### src/rtl/button_gesture_decoder.sv
// Turns debounced button level/edge pulses into single-cycle gesture strobes:
// short press, long press, double press and auto-repeat while a long press is held.
module button_gesture_decoder #(
    parameter int unsigned CNT_W         = 16,
    parameter int unsigned LONG_CYCLES   = 50000,
    parameter int unsigned GAP_CYCLES    = 20000,
    parameter int unsigned REPEAT_CYCLES = 10000
) (
    input  logic clk,
    input  logic rst_n,
    input  logic btn_state,
    input  logic btn_down,
    input  logic btn_up,
    output logic short_press,
    output logic long_press,
    output logic double_press,
    output logic repeat_tick,
    output logic busy
);

    typedef enum logic [2:0] {
        ST_IDLE     = 3'd0,
        ST_PRESS1   = 3'd1,
        ST_GAP      = 3'd2,
        ST_HELD     = 3'd3,
        ST_WAIT_REL = 3'd4
    } state_t;

    // Terminal counts: the strobe lands one cycle after cnt reaches value-1.
    localparam logic [CNT_W-1:0] LONG_LAST   = CNT_W'(LONG_CYCLES - 1);
    localparam logic [CNT_W-1:0] GAP_LAST    = CNT_W'(GAP_CYCLES - 1);
    localparam logic [CNT_W-1:0] REPEAT_LAST = CNT_W'(REPEAT_CYCLES - 1);

    state_t           state;
    logic [CNT_W-1:0] cnt;
    logic             released;

    // A dropped level counts as a release even if the btn_up pulse was missed.
    assign released = btn_up | ~btn_state;

    always_ff @(posedge clk or negedge rst_n) begin
        if (!rst_n) begin
            state        <= ST_IDLE;
            cnt          <= '0;
            short_press  <= 1'b0;
            long_press   <= 1'b0;
            double_press <= 1'b0;
            repeat_tick  <= 1'b0;
            busy         <= 1'b0;
        end else begin
            short_press  <= 1'b0;
            long_press   <= 1'b0;
            double_press <= 1'b0;
            repeat_tick  <= 1'b0;
            case (state)
                ST_IDLE: begin
                    cnt <= '0;
                    if (btn_down) begin
                        state <= ST_PRESS1;
                        busy  <= 1'b1;
                    end
                end
                ST_PRESS1: begin
                    if (released) begin
                        state <= ST_GAP;
                        cnt   <= '0;
                    end else if (cnt == LONG_LAST) begin
                        state      <= ST_HELD;
                        cnt        <= '0;
                        long_press <= 1'b1;
                    end else begin
                        cnt <= cnt + 1'b1;
                    end
                end
                ST_GAP: begin
                    if (btn_down) begin
                        state        <= ST_WAIT_REL;
                        cnt          <= '0;
                        double_press <= 1'b1;
                    end else if (cnt == GAP_LAST) begin
                        state       <= ST_IDLE;
                        cnt         <= '0;
                        short_press <= 1'b1;
                        busy        <= 1'b0;
                    end else begin
                        cnt <= cnt + 1'b1;
                    end
                end
                ST_HELD: begin
                    if (released) begin
                        state <= ST_IDLE;
                        cnt   <= '0;
                        busy  <= 1'b0;
                    end else if (cnt == REPEAT_LAST) begin
                        cnt         <= '0;
                        repeat_tick <= 1'b1;
                    end else begin
                        cnt <= cnt + 1'b1;
                    end
                end
                ST_WAIT_REL: begin
                    cnt <= '0;
                    if (released) begin
                        state <= ST_IDLE;
                        busy  <= 1'b0;
                    end
                end
                default: begin
                    state <= ST_IDLE;
                    cnt   <= '0;
                    busy  <= 1'b0;
                end
            endcase
        end
    end

endmodule

### config.mk
export PLATFORM = sky130hd
export DESIGN_NAME = button_gesture_decoder
export DESIGN_NICKNAME = d
export VERILOG_FILES = /design/src/rtl/button_gesture_decoder.sv
export SDC_FILE = /design/constraint.sdc
export NUM_CORES = 1
export LEC_CHECK = 0
export ABC_AREA = 1
export CAP_MARGIN = 10
export CORE_MARGIN = 5
export CORE_UTILIZATION = 40
export CTS_BUF_LIST = sky130_fd_sc_hd__clkbuf_8 sky130_fd_sc_hd__clkbuf_16
export DETAILED_ROUTE_END_ITERATION = 8
export GPL_TIMING_DRIVEN = 1
export MAX_ROUTING_LAYER = met4
export PLACE_DENSITY = 0.66
export SLEW_MARGIN = 20
export SYNTH_ARGS = -nofsm -noshare
export SYNTH_HDL_FRONTEND = slang
export SYNTH_SLANG_ARGS = --single-unit
### constraint.sdc
create_clock -name clk -period 1.74 [get_ports clk]
set_input_delay 0.348 -clock clk [delete_from_list [all_inputs] [get_ports clk]]
set_output_delay 0.348 -clock clk [all_outputs]
set_load 0.02 [all_outputs]
==> results of run 1 <==
cell type report:
class                   instances  area, um2  share of cell area
flip-flops and latches         24        601               0.346
repair buffers                 11        105              0.0606
multi-input cells             148        768               0.443
inverters                      42        160              0.0923
well taps                      48       60.1              0.0346
clock buffers                   3       41.3              0.0238
per-layer routing:
| layer | vias to the layer above | GRT usage |
|---|---|---|
| li1 | 677 | - |
| met3 | 4 | 0.0125 |
| met2 | 19 | 0.193 |
| met1 | 567 | 0.183 |
| met4 | 0 | 0.0564 |
| met5 | - | - |
timing repair:
action,in CTS,in global routing
resized for setup,0,2
hold buffers,0,0
setup buffers,0,0
endpoints found under the setup margin,0,11
Yosys cell counts, drive strengths merged, types with 2 or more instances:
cell type	instances	area share
nand4	6	0.024
nand3	16	0.063
inv	40	0.099
xor2	6	0.034
nand2	63	0.17
nor3	8	0.043
nor2	40	0.12
clkinv	2	0.0049
buf	2	0.012
dfrtp	24	0.39
o21ai	2	0.0065
cells by family after synthesis:
family | Yosys count | share of synthesized area
AOI/OAI and AO/OA | 6 | 0.0236
xor gates and xnor gates | 7 | 0.0398
adders and majority gates | 1 | 0.00812
buffers and inverters | 44 | 0.116
DFF | 24 | 0.390
and+or+nand+nor | 134 | 0.422
power breakdown:
group	total (uW)	switching, uW	internal, uW
Clock	324	169	155
Sequential	677	60.4	617
Combinational	489	316	173
worst max-delay path by stage:
stage / depth (start not counted) / from / endpoint / slack, ns
finish: 1 / busy$_DFFE_PN0P_ / busy / 0.17
global route: 8 / cnt[0]$_DFF_PN0_ / cnt[6]$_DFF_PN0_ / 0.02
CTS: 8 / cnt[0]$_DFF_PN0_ / cnt[2]$_DFF_PN0_ / 0.10
detailed placement: 9 / btn_state / cnt[2]$_DFF_PN0_ / 0.07
global placement: 9 / btn_state / cnt[6]$_DFF_PN0_ / 0.09
floorplan: 8 / cnt[0]$_DFF_PN0_ / cnt[6]$_DFF_PN0_ / 0.33
state kept, by name, indices dropped and copies added (netlist names):
| register | count |
|---|---|
| repeat_tick | 1 |
| state | 3 |
| busy | 1 |
| cnt | 16 |
| short_press | 1 |
| double_press | 1 |
| long_press | 1 |
metrics by stage:
stage | power, uW | std cells | setup slack (ns)
after CTS | 1500 | 276 | 0.104
after global routing | 1610 | 276 | 0.0238
after detailed placement | 1170 | 273 | 0.0652
after global placement | 1170 | 273 | 0.0935
after floorplan | 1040 | 216 | 0.330
final | 1490 | 276 | 0.167
==> results.md, run 1 <==
* Clock Latency Late Sink at 0.26 ns
* CP bufs+invs at 1
* Worst-margin pin slew at 0.307 ns
* Max layer used: met4
* Outcome: finished, final reports clean
* Antenna violations before repair at 0
* Detail Route met3 WL at between 50 and 60 um
* Crit path max-delay family: buffers and inverters
* Pin count of the biggest net entering global routing at 25
* TritonCTS buffer count at 3
* Count of different cell masters after synthesis at 29
* GRT Residual Overflow at 0
* VDD IR max at 0.000653 V
* Vias in the first global route at 1,194
* GP Congestion at 0.939
* Critical R2R Capture: cnt[2]$_DFF_PN0_
* Top_reg_cell synth: dfrtp_1
* Slew HR at 0.795
* Drt first pass iters at 4
* Post-route ant nets at 0
* Placed instance area at 1690 um2
* Detailed placement HPWL at approximately 2300 um
* R2r setup slk at 0.20 ns
* Fin. Hold Viols at 0
* Nets at 236
* DIE HEIGHT at 72.1 um
* Minimum clock period after layout at approximately 1.6 ns
* Max-slew violations at 0
* Final Skew at approximately 0.0054 ns
* Final wirelength at around 3000 um
* Avg Cell Area, Syn at approximately 7.1 um2
* Synth Warn # at 0
* Fmax at about 0.64 GHz
* Clock Sinks at 24
* Detailed-route via count at between 1,000 and 1,500
* FILL cells at 388
* EDFF count, synth at 0
* Post-Syn Instances at 216
* Port Buf Inserts at 9
* M1 wire length at 1570 um
* FF-to-FF Start: cnt[0]$_DFF_PN0_
* Leakage power at approximately 0.00090 uW
* Setup TNS at 0 ns
* Final period util at 0.904
* Crit path cell chain: clkdlybuf4s50_1
* CTS root buffer: clkbuf_8
* Iter 0 DRT Violations at 48
* Pwr dens at 859 nW/um2
* Design Area, Final at 1740 um2
* Die area at 5190 um2
* Initial Util at 0.418
* Hold Slack at 0.437 ns
* First-pass GRT wire length at roughly 5300 um
* Commonest non-fill, non-tap cell in the layout: nand2_1
* Arrival @ worst endpoint at 1.22 ns
* Critical Path Max Stage Delay at 0.61 ns
* TritonCTS clock tree: built
* Layout cell share with drive strength beyond 1 at 0.154
* Most frequent cells in the layout: nand2_1, inv_1, nor2_1, dfrtp_1, nand3_1
* Worst path slowest cell: clkdlybuf4s50_1
* Worst hold path class: in2async
* DR WL/cell at 10.8 um
* Seq cells post-synth at 24
* Die width at 72.1 um
* Final setup fails at 0
* Clock slew at reported path FFs at about 0.08 ns
* Num rows at 22
* Seq/Total Area, Yosys at 0.390
* Syn Nets at 222
* Clk buf depth at 2
* Reg2Reg Depth at 8
* Fin util at 0.470
* Vias/cell at 4.59
* Residual DRC at 0
* Core area at 3690 um2
* Critical Path RT at 1.39 ns
* # H-tree levels at 1
* I/O pin total at 10
* Diodes inserted at 0
* Synthesized cell area at roughly 1500 um2
* Met2 wire length at around 1300 um
* Startpoint types: flip-flop
* Crit path kind: reg2out
* Area Growth Syn to Fin at 12.7%
* RSZ-0062 raised after global routing: no
* CP Capture Type: output pin
* CP Max Fanout at 2
* Max Cap Viol at 0
* Post-synthesis async set-or-reset flop share at 1.00
* All-Layer GR Usage at 0.131
(Power assumes the default switching activity.)
==> run 2: changes to the inputs <==
--- a/config.mk
+++ b/config.mk
@@ -5,12 +5,12 @@
 export SDC_FILE = /design/constraint.sdc
 export NUM_CORES = 1
 export LEC_CHECK = 0
-export ABC_AREA = 1
 export CAP_MARGIN = 10
 export CORE_MARGIN = 5
 export CORE_UTILIZATION = 40
 export CTS_BUF_LIST = sky130_fd_sc_hd__clkbuf_8 sky130_fd_sc_hd__clkbuf_16
 export DETAILED_ROUTE_END_ITERATION = 8
+export GPL_ROUTABILITY_DRIVEN = 0
 export GPL_TIMING_DRIVEN = 1
 export MAX_ROUTING_LAYER = met4
 export PLACE_DENSITY = 0.66
==> run 2 against run 1 <==
Against the previous run:
- design area is 1.2% lower
- the flow now finishes with violations (setup timing)
- clock power is 16% higher
- first-iteration DRC count is 17% higher
- clock skew is 0.0030 ns lower
- via count is 13% lower
- largest power group unchanged
- register-to-register slack worse by 0.42 ns
- maximum frequency is 20% lower
- synthesized cell count is 40% lower
- non-clock buffer count is 28 higher
- cell count is 27% lower
==> results.md, run 2 <==
* Area contributors post-synth: dfrtp_1, nor2_1, xor2_1 (was dfrtp_1, nand2_1, inv_1)
* Syn Nets at 135 (was 222)
* Startpoint types: flip-flop (unchanged)
* Die width at 65.6 um (was 72.1 um)
* Detailed-route via count at 1,100 (was 1,267)
* Residual DRC at 0 (unchanged)
* Core area at 3000 um2 (was 3690 um2)
* Post-synth top area share at 0.486 (was 0.390)
* Final period util at 1.13 (was 0.904)
* Commonest non-fill, non-tap cell in the layout: buf_4 (was nand2_1)
* Critical Path Max Stage Delay at 0.53 ns (was 0.61 ns)
* Worst-margin pin slew at 0.373 ns (was 0.307 ns)
* Most common cell in the netlist: dfrtp_1 (was nand2_1)
* Die area at 4300 um2 (was 5190 um2)
* Pwr dens at 914 nW/um2 (was 859 nW/um2)
* FILL cells at 268 (was 388)
* Arrival @ worst endpoint at 2.12 ns (was 1.22 ns)
* EDFF count, synth at 0 (unchanged)
* Sw power at 499 uW (was 546 uW)
* Design Area, Final at 1720 um2 (was 1740 um2)
* Multi-input logic area at 676 um2 (was 768 um2)
* Top cells by count, synth: dfrtp_1, nor2_1, nand2_1 (was nand2_1, inv_1, nor2_1)
* Drt first pass iters at 4 (unchanged)
* Critical R2R Capture: cnt[6]$_DFF_PN0_ (was cnt[2]$_DFF_PN0_)
* Layout cell share with drive strength beyond 1 at 0.272 (was 0.154)
* Pin count of the biggest net entering global routing at 25 (unchanged)
* Critical Path RT at 1.90 ns (was 1.39 ns)
* Crit path cell chain: or4_4, and4bb_2, a31oi_4, a211oi_4, buf_12, nor2_1 (was clkdlybuf4s50_1)
* Post-Syn Instances at 129 (was 216)
* Failing checks: setup timing
* Outcome: finished, violations left (was finished, final reports clean)
* Reg2Reg Depth at 6 (was 8)
* Nets at 176 (was 236)
* RSZ-0062 raised after global routing: yes (was no)
* CTS Hold Bufs at 0 (unchanged)
* Minimum clock period after layout at 1.96 ns (was 1.57 ns)
* Count of different cell masters after synthesis at 34 (was 29)
* Vias in the first global route at 1,081 (was 1,194)
* Clock Sinks at 24 (unchanged)
* Final Skew at 0.00242 ns (was 0.00542 ns)
* Worst hold path class: in2async (unchanged)
* Max reg flops at 16 (unchanged)
* Port Buf Inserts at 9 (unchanged)
* Max-slew violations at 0 (unchanged)
* Sequential cell area at 601 um2 (unchanged)
* Antenna violations before repair at 0 (unchanged)
* VDD IR max at 0.000464 V (was 0.000653 V)
* Leakage power at 0.000747 uW (was 0.000902 uW)
* Vias/cell at 5.45 (was 4.59)
* Initial Util at 0.411 (was 0.418)
* Worst path slowest cell: or4_4 (was clkdlybuf4s50_1)
* Synthesized cell area at 1230 um2 (was 1540 um2)
* All-Layer GR Usage at 0.151 (was 0.131)
* Most frequent cells in the layout: buf_4, dfrtp_1, nor2_1, nand2_1, clkdlybuf4s50_1 (was nand2_1, inv_1, nor2_1, dfrtp_1, nand3_1)
* Pint at 1070 uW (was 944 uW)
* Largest registers: cnt (16), state (3) (unchanged)
* CP Capture Type: flip-flop (was output pin)
* Clock slew at reported path FFs at 0.08 ns (about the same)
* CP Max Fanout at 15 (was 2)
* Fin. Hold Viols at 0 (unchanged)
* Sequential share of power at 0.437 (was 0.454)
* Seq cells post-synth at 24 (unchanged)
* Post-synth top area cell: dfrtp_1 (unchanged)
* DIE HEIGHT at 65.6 um (was 72.1 um)
* Final wirelength at 2840 um (was 2990 um)
* Diodes inserted at 0 (unchanged)
* R2r setup slk at -0.22 ns (was 0.20 ns)
* Avg Cell Area, Syn at 9.57 um2 (was 7.13 um2)
* Crit path kind: reg2reg (was reg2out)
* Post-synthesis async set-or-reset flop share at 1.00 (unchanged)
* Detailed placement HPWL at 2150 um (was 2340 um)
* Synth Warn # at 0 (unchanged)
* Area Growth Syn to Fin at 38.9% (was 12.7%)
* TritonCTS buffer count at 3 (unchanged)
* Clock Latency Late Sink at 0.27 ns (was 0.26 ns)
* Slew HR at 0.752 (was 0.795)
* Fmax at 0.510 GHz (was 0.636 GHz)
* Clk pwr share at 0.241 (was 0.217)
* Num rows at 20 (was 22)
* Clk buf depth at 2 (unchanged)
* DR WL/cell at 14.1 um (was 10.8 um)
* Post-place setup slack at -0.355 ns (was 0.0652 ns)
* Iter 0 DRT Violations at 56 (was 48)
* CTS root buffer: clkbuf_8 (unchanged)
* GRT Residual Overflow at 0 (unchanged)
* Top_reg_cell synth: dfrtp_1 (unchanged)
* Seq/Total Area, Yosys at 0.486 (was 0.390)
* Final worst slack at -0.220 ns (was 0.167 ns)
* TritonCTS clock tree: built (unchanged)
* I/O pin total at 10 (unchanged)
* First-pass GRT wire length at 4860 um (was 5290 um)
* Max Cap Viol at 0 (unchanged)
* Placed instance area at 1600 um2 (was 1690 um2)
* Post-route ant nets at 0 (unchanged)
* Final setup fails at 19 (was 0)
* Largest Register: cnt (unchanged)
* Switching share of power at 0.318 (was 0.366)
* Logic pwr share at 0.323 (was 0.328)
* FF-to-FF Start: cnt[6]$_DFF_PN0_ (was cnt[0]$_DFF_PN0_)
* # H-tree levels at 1 (unchanged)
==> run 2: repair_timing <==
| item | CTS | global route |
|---|---|---|
| setup buffers | 2 | 1 |
| gates resized for setup | 5 | 6 |
| gates cloned | 0 | 0 |
| pin swaps | 2 | 2 |
| endpoints found under the setup margin | 19 | 19 |
==> run 2: metal layers <==
metal  GRT usage  part of all wire
met5           -                 0
met4      0.0311            0.0099
met3      0.0393             0.055
met2       0.250              0.49
met1       0.186              0.45
==> run 2: through the flow <==
| stage | util | power, uW | hold WS (ns) | setup TNS [ns] | std cells |
|---|---|---|---|---|---|
| after global routing | 0.571 | 1670 | 0.466 | -4.95 | 202 |
| after detailed placement | 0.532 | 1170 | 0.534 | -5.36 | 195 |
| after CTS | 0.563 | 1580 | 0.448 | -3.78 | 201 |
| after floorplan | - | 990 | 0.0524 | -2.76 | 129 |
| final | 0.571 | 1570 | 0.437 | -3.60 | 202 |
| after global placement | 0.532 | 1140 | 0.515 | -4.54 | 195 |
==> run 2: worst max path at each step <==
stage                                  from                    to  slack (ns)  cells after the start
after floorplan           cnt[15]$_DFF_PN0_      cnt[9]$_DFF_PN0_       -0.21                      6
after global placement     cnt[0]$_DFF_PN0_  state[1]$_DFFE_PN0P_       -0.33                      8
after detailed placement   cnt[0]$_DFF_PN0_  state[1]$_DFFE_PN0P_       -0.36                      8
after CTS                  cnt[6]$_DFF_PN0_      cnt[6]$_DFF_PN0_       -0.22                      6
after global routing      cnt[15]$_DFF_PN0_      cnt[8]$_DFF_PN0_       -0.28                      6
final                      cnt[6]$_DFF_PN0_      cnt[6]$_DFF_PN0_       -0.22                      6
==> run 2: power by group through the flow <==
stage | clock network [uW] | registers, uW | logic, uW
finish | 377 | 684 | 506
global route | 414 | 696 | 560
CTS | 387 | 681 | 507
detailed placement | 0 | 693 | 472
global placement | 0 | 685 | 457
floorplan | 0 | 678 | 312
==> run 2: cell type report <==
| type | instances | share of cell area |
|---|---|---|
| Sequential cell | 24 | 0.350 |
| Tap cell | 33 | 0.0241 |
| Inverter | 3 | 0.00656 |
| Timing Repair Buffer | 39 | 0.193 |
| Multi-Input combinational cell | 99 | 0.394 |
| Clock buffer | 4 | 0.0321 |
==> run 2: logic make-up after synthesis <==
kind of cell             count (synthesis)  share of synthesized area
AO/OA/AOI/OAI                           11                     0.0730
flip-flops                              24                      0.486
multiplexers                             2                     0.0162
AND/OR/NAND/NOR                         71                      0.290
XOR/XNOR                                13                     0.0922
adder cells (fa/ha/maj)                  2                     0.0182
buffers and inverters                    6                     0.0243
==> run 2: critical path, delay by kind of cell, from the launching register on <==
family                 cells  cell delay (ns)
buffers and inverters      1             0.17
AOI/OAI and AO/OA          2             0.33
and+or+nand+nor            3             0.94
DFF                        1             0.40
==> run 3: changes to the inputs <==
==> constraint.sdc (replaced) <==
create_clock -name clk -period 1.74 [get_ports clk]
set_input_delay 0.435 -clock clk [delete_from_list [all_inputs] [get_ports clk]]
set_output_delay 0.435 -clock clk [all_outputs]
set_load 0.02 [all_outputs]
==> run 3 against run 2 <==
Against the previous run:
- the run still ends with setup timing left
- sequential cell count is the same
- clock-buffer cell count is the same
- clock power is essentially flat
- cell count shrank 0.99%
- design area shrank 1.6%
- maximum frequency shrank 3.5%
- die area is the same
- first-iteration DRC count grew 71%
- sequential power shrank 1%
- non-clock buffer count shrank 2
==> results.md, run 3 (same netlist as run 2, synthesis figures left out) <==
* Outcome: finished, violations left (unchanged)
* Failing checks: setup timing (unchanged)
* Minimum clock period after layout at 2.03 ns (was 1.96 ns)
* Worst hold path class: in2async (unchanged)
* Hold Slack at 0.517 ns (was 0.437 ns)
* Area Growth Syn to Fin at 36.7% (was 38.9%)
* DIE HEIGHT at 65.6 um (unchanged)
* # H-tree levels at 1 (unchanged)
* Largest registers: cnt (16), state (3) (unchanged)
* Clock Latency Late Sink at 0.26 ns (was 0.27 ns)
* Iter 0 DRT Violations at 96 (was 56)
* Final worst slack at -0.290 ns (was -0.220 ns)
* Diodes inserted at 0 (unchanged)
* Final setup fails at 18 (was 19)
* VDD IR max at 0.000636 V (was 0.000464 V)
* RSZ-0062 raised after global routing: yes (unchanged)
* GRT Residual Overflow at 0 (unchanged)
* Max Cap Viol at 0 (unchanged)
* Max-slew violations at 0 (unchanged)
* Antenna violations before repair at 0 (unchanged)
* Clock slew at reported path FFs at 0.09 ns (was 0.08 ns)
* Worst-margin pin slew at 0.374 ns (was 0.373 ns)
* Residual DRC at 0 (unchanged)
* Initial Util at 0.411 (unchanged)
* Final period util at 1.17 (was 1.13)
* Startpoint types: flip-flop (unchanged)
* Pwr dens at 929 nW/um2 (was 914 nW/um2)
* Clk buf depth at 2 (unchanged)
* Max reg flops at 16 (unchanged)
* Fmax at 0.493 GHz (was 0.510 GHz)
* TritonCTS clock tree: built (unchanged)
* CP Max Fanout at 15 (unchanged)
* I/O pin total at 10 (unchanged)
* CTS root buffer: clkbuf_8 (unchanged)
* Layout Cells excl Fill at 200 (was 202)
* CP dominant cell by count: buf_4
* Largest Register: cnt (unchanged)
* Multi-input logic area at 668 um2 (was 676 um2)
* CP Capture Type: flip-flop (unchanged)
* Final Skew at 0.00775 ns (was 0.00242 ns)
* DR WL/cell at 14.2 um (was 14.1 um)
* FILL cells at 268 (unchanged)
* Vias/cell at 5.23 (was 5.45)
* Layout cell share with drive strength beyond 1 at 0.263 (was 0.272)
* Crit path kind: reg2reg (unchanged)
* Vias in the first global route at 1,143 (was 1,081)
* Pin count of the biggest net entering global routing at 25 (unchanged)
* Commonest non-fill, non-tap cell in the layout: buf_4 (unchanged)
* Sequential cell area at 601 um2 (unchanged)
* TritonCTS buffer count at 3 (unchanged)
* Setup TNS at -4.58 ns (was -3.60 ns)
* Nets at 174 (was 176)
* Clock Sinks at 24 (unchanged)
* Fin. Hold Viols at 0 (unchanged)
* Die area at 4300 um2 (unchanged)
* Post-route ant nets at 0 (unchanged)
* Most frequent cells in the layout: buf_4, dfrtp_1, nor2_1, nand2_1, clkdlybuf4s50_1 (unchanged)
* Post-place setup slack at -0.378 ns (was -0.355 ns)
* Cells after DPL at 195 (unchanged)
* All-Layer GR Usage at 0.157 (was 0.151)
* Worst path slowest cell: dfrtp_1 (was or4_4)
* Detailed-route via count at 1,046 (was 1,100)
* Drt first pass iters at 4 (unchanged)
* Critical Path Max Stage Delay at 0.36 ns (was 0.53 ns)
* Crit path cell chain: ha_2, nand4b_1, nor4_2, buf_4, a41oi_2, buf_4, a211oi_4, buf_12, nor2_1 (was or4_4, and4bb_2, a31oi_4, a211oi_4, buf_12, nor2_1)
* First-pass GRT wire length at 5090 um (was 4860 um)
* Num rows at 20 (unchanged)
* CTS Hold Bufs at 0 (unchanged)
* Port Buf Inserts at 9 (unchanged)
* Critical Path RT at 1.89 ns (was 1.90 ns)
* Arrival @ worst endpoint at 2.18 ns (was 2.12 ns)
* Slew HR at 0.747 (was 0.752)
* Detailed placement HPWL at 2230 um (was 2150 um)
* Die width at 65.6 um (unchanged)
* Core area at 3000 um2 (unchanged)
* Final wirelength at 2850 um (was 2840 um)
* Leakage power at 0.000732 uW (was 0.000747 uW)
==> run 3: layout make-up <==
cell class / instances / share of cell area
multi-input cells: 99 / 0.396
clock buffers: 4 / 0.0326
repair buffers: 37 / 0.185
inverters: 3 / 0.00667
flip-flops and latches: 24 / 0.356
well taps: 33 / 0.0245
==> run 3: stage by stage <==
stage                     power, uW  area (um2)   util
after floorplan                 990        1270      -
after global placement         1160        1600  0.532
after detailed placement       1180        1600  0.532
after CTS                      1560        1660  0.551
after global routing           1670        1690  0.562
final                          1570        1690  0.562
==> run 3: path summary, 6_finish.rpt <==
path	start	end	slack, ns	cells after the start
setup / recovery	cnt[0]$_DFF_PN0_	cnt[3]$_DFF_PN0_	-0.29	9
hold / removal	rst_n	busy$_DFFE_PN0P_	0.52	2
setup reg to reg	cnt[0]$_DFF_PN0_	cnt[3]$_DFF_PN0_	-0.29	9
hold reg to reg	state[2]$_DFFE_PN0P_	cnt[4]$_DFF_PN0_	0.54	1
max in group asynchronous	rst_n	cnt[13]$_DFF_PN0_	0.97	2
min in group clk	state[2]$_DFFE_PN0P_	cnt[4]$_DFF_PN0_	0.54	1
==> run 3: where the power goes <==
group / switching (uW) / leakage [uW] / internal, uW
logic: 264 / 0.000376 / 252
clock network: 174 / 0.0000288 / 202
registers: 62.6 / 0.000327 / 614
==> run 3: layer usage <==
| metal | vias to the layer above | global-route usage | wire length (um) |
|---|---|---|---|
| met5 | - | - | 0 |
| met4 | 0 | 0.0337 | 26 |
| met3 | 4 | 0.0427 | 120 |
| met2 | 21 | 0.257 | 1350 |
| met1 | 502 | 0.195 | 1350 |
| li1 | 519 | - | - |
==> run 3: worst max-delay path: cells and delay by family (launching register included) <==
family | cells | cell delay [ns]
buffers and inverters | 3 | 0.54
AND/OR/NAND/NOR | 3 | 0.47
AO/OA/AOI/OAI | 2 | 0.38
flip-flops | 1 | 0.36
adder cells (fa/ha/maj) | 1 | 0.18
==> run 3: timing repair <==
action                                  CTS  global route
pin swaps                                 1             4
gates resized for setup                   3             8
setup buffers                             0             1
cloned                                    0             0
endpoints found under the setup margin   20            19
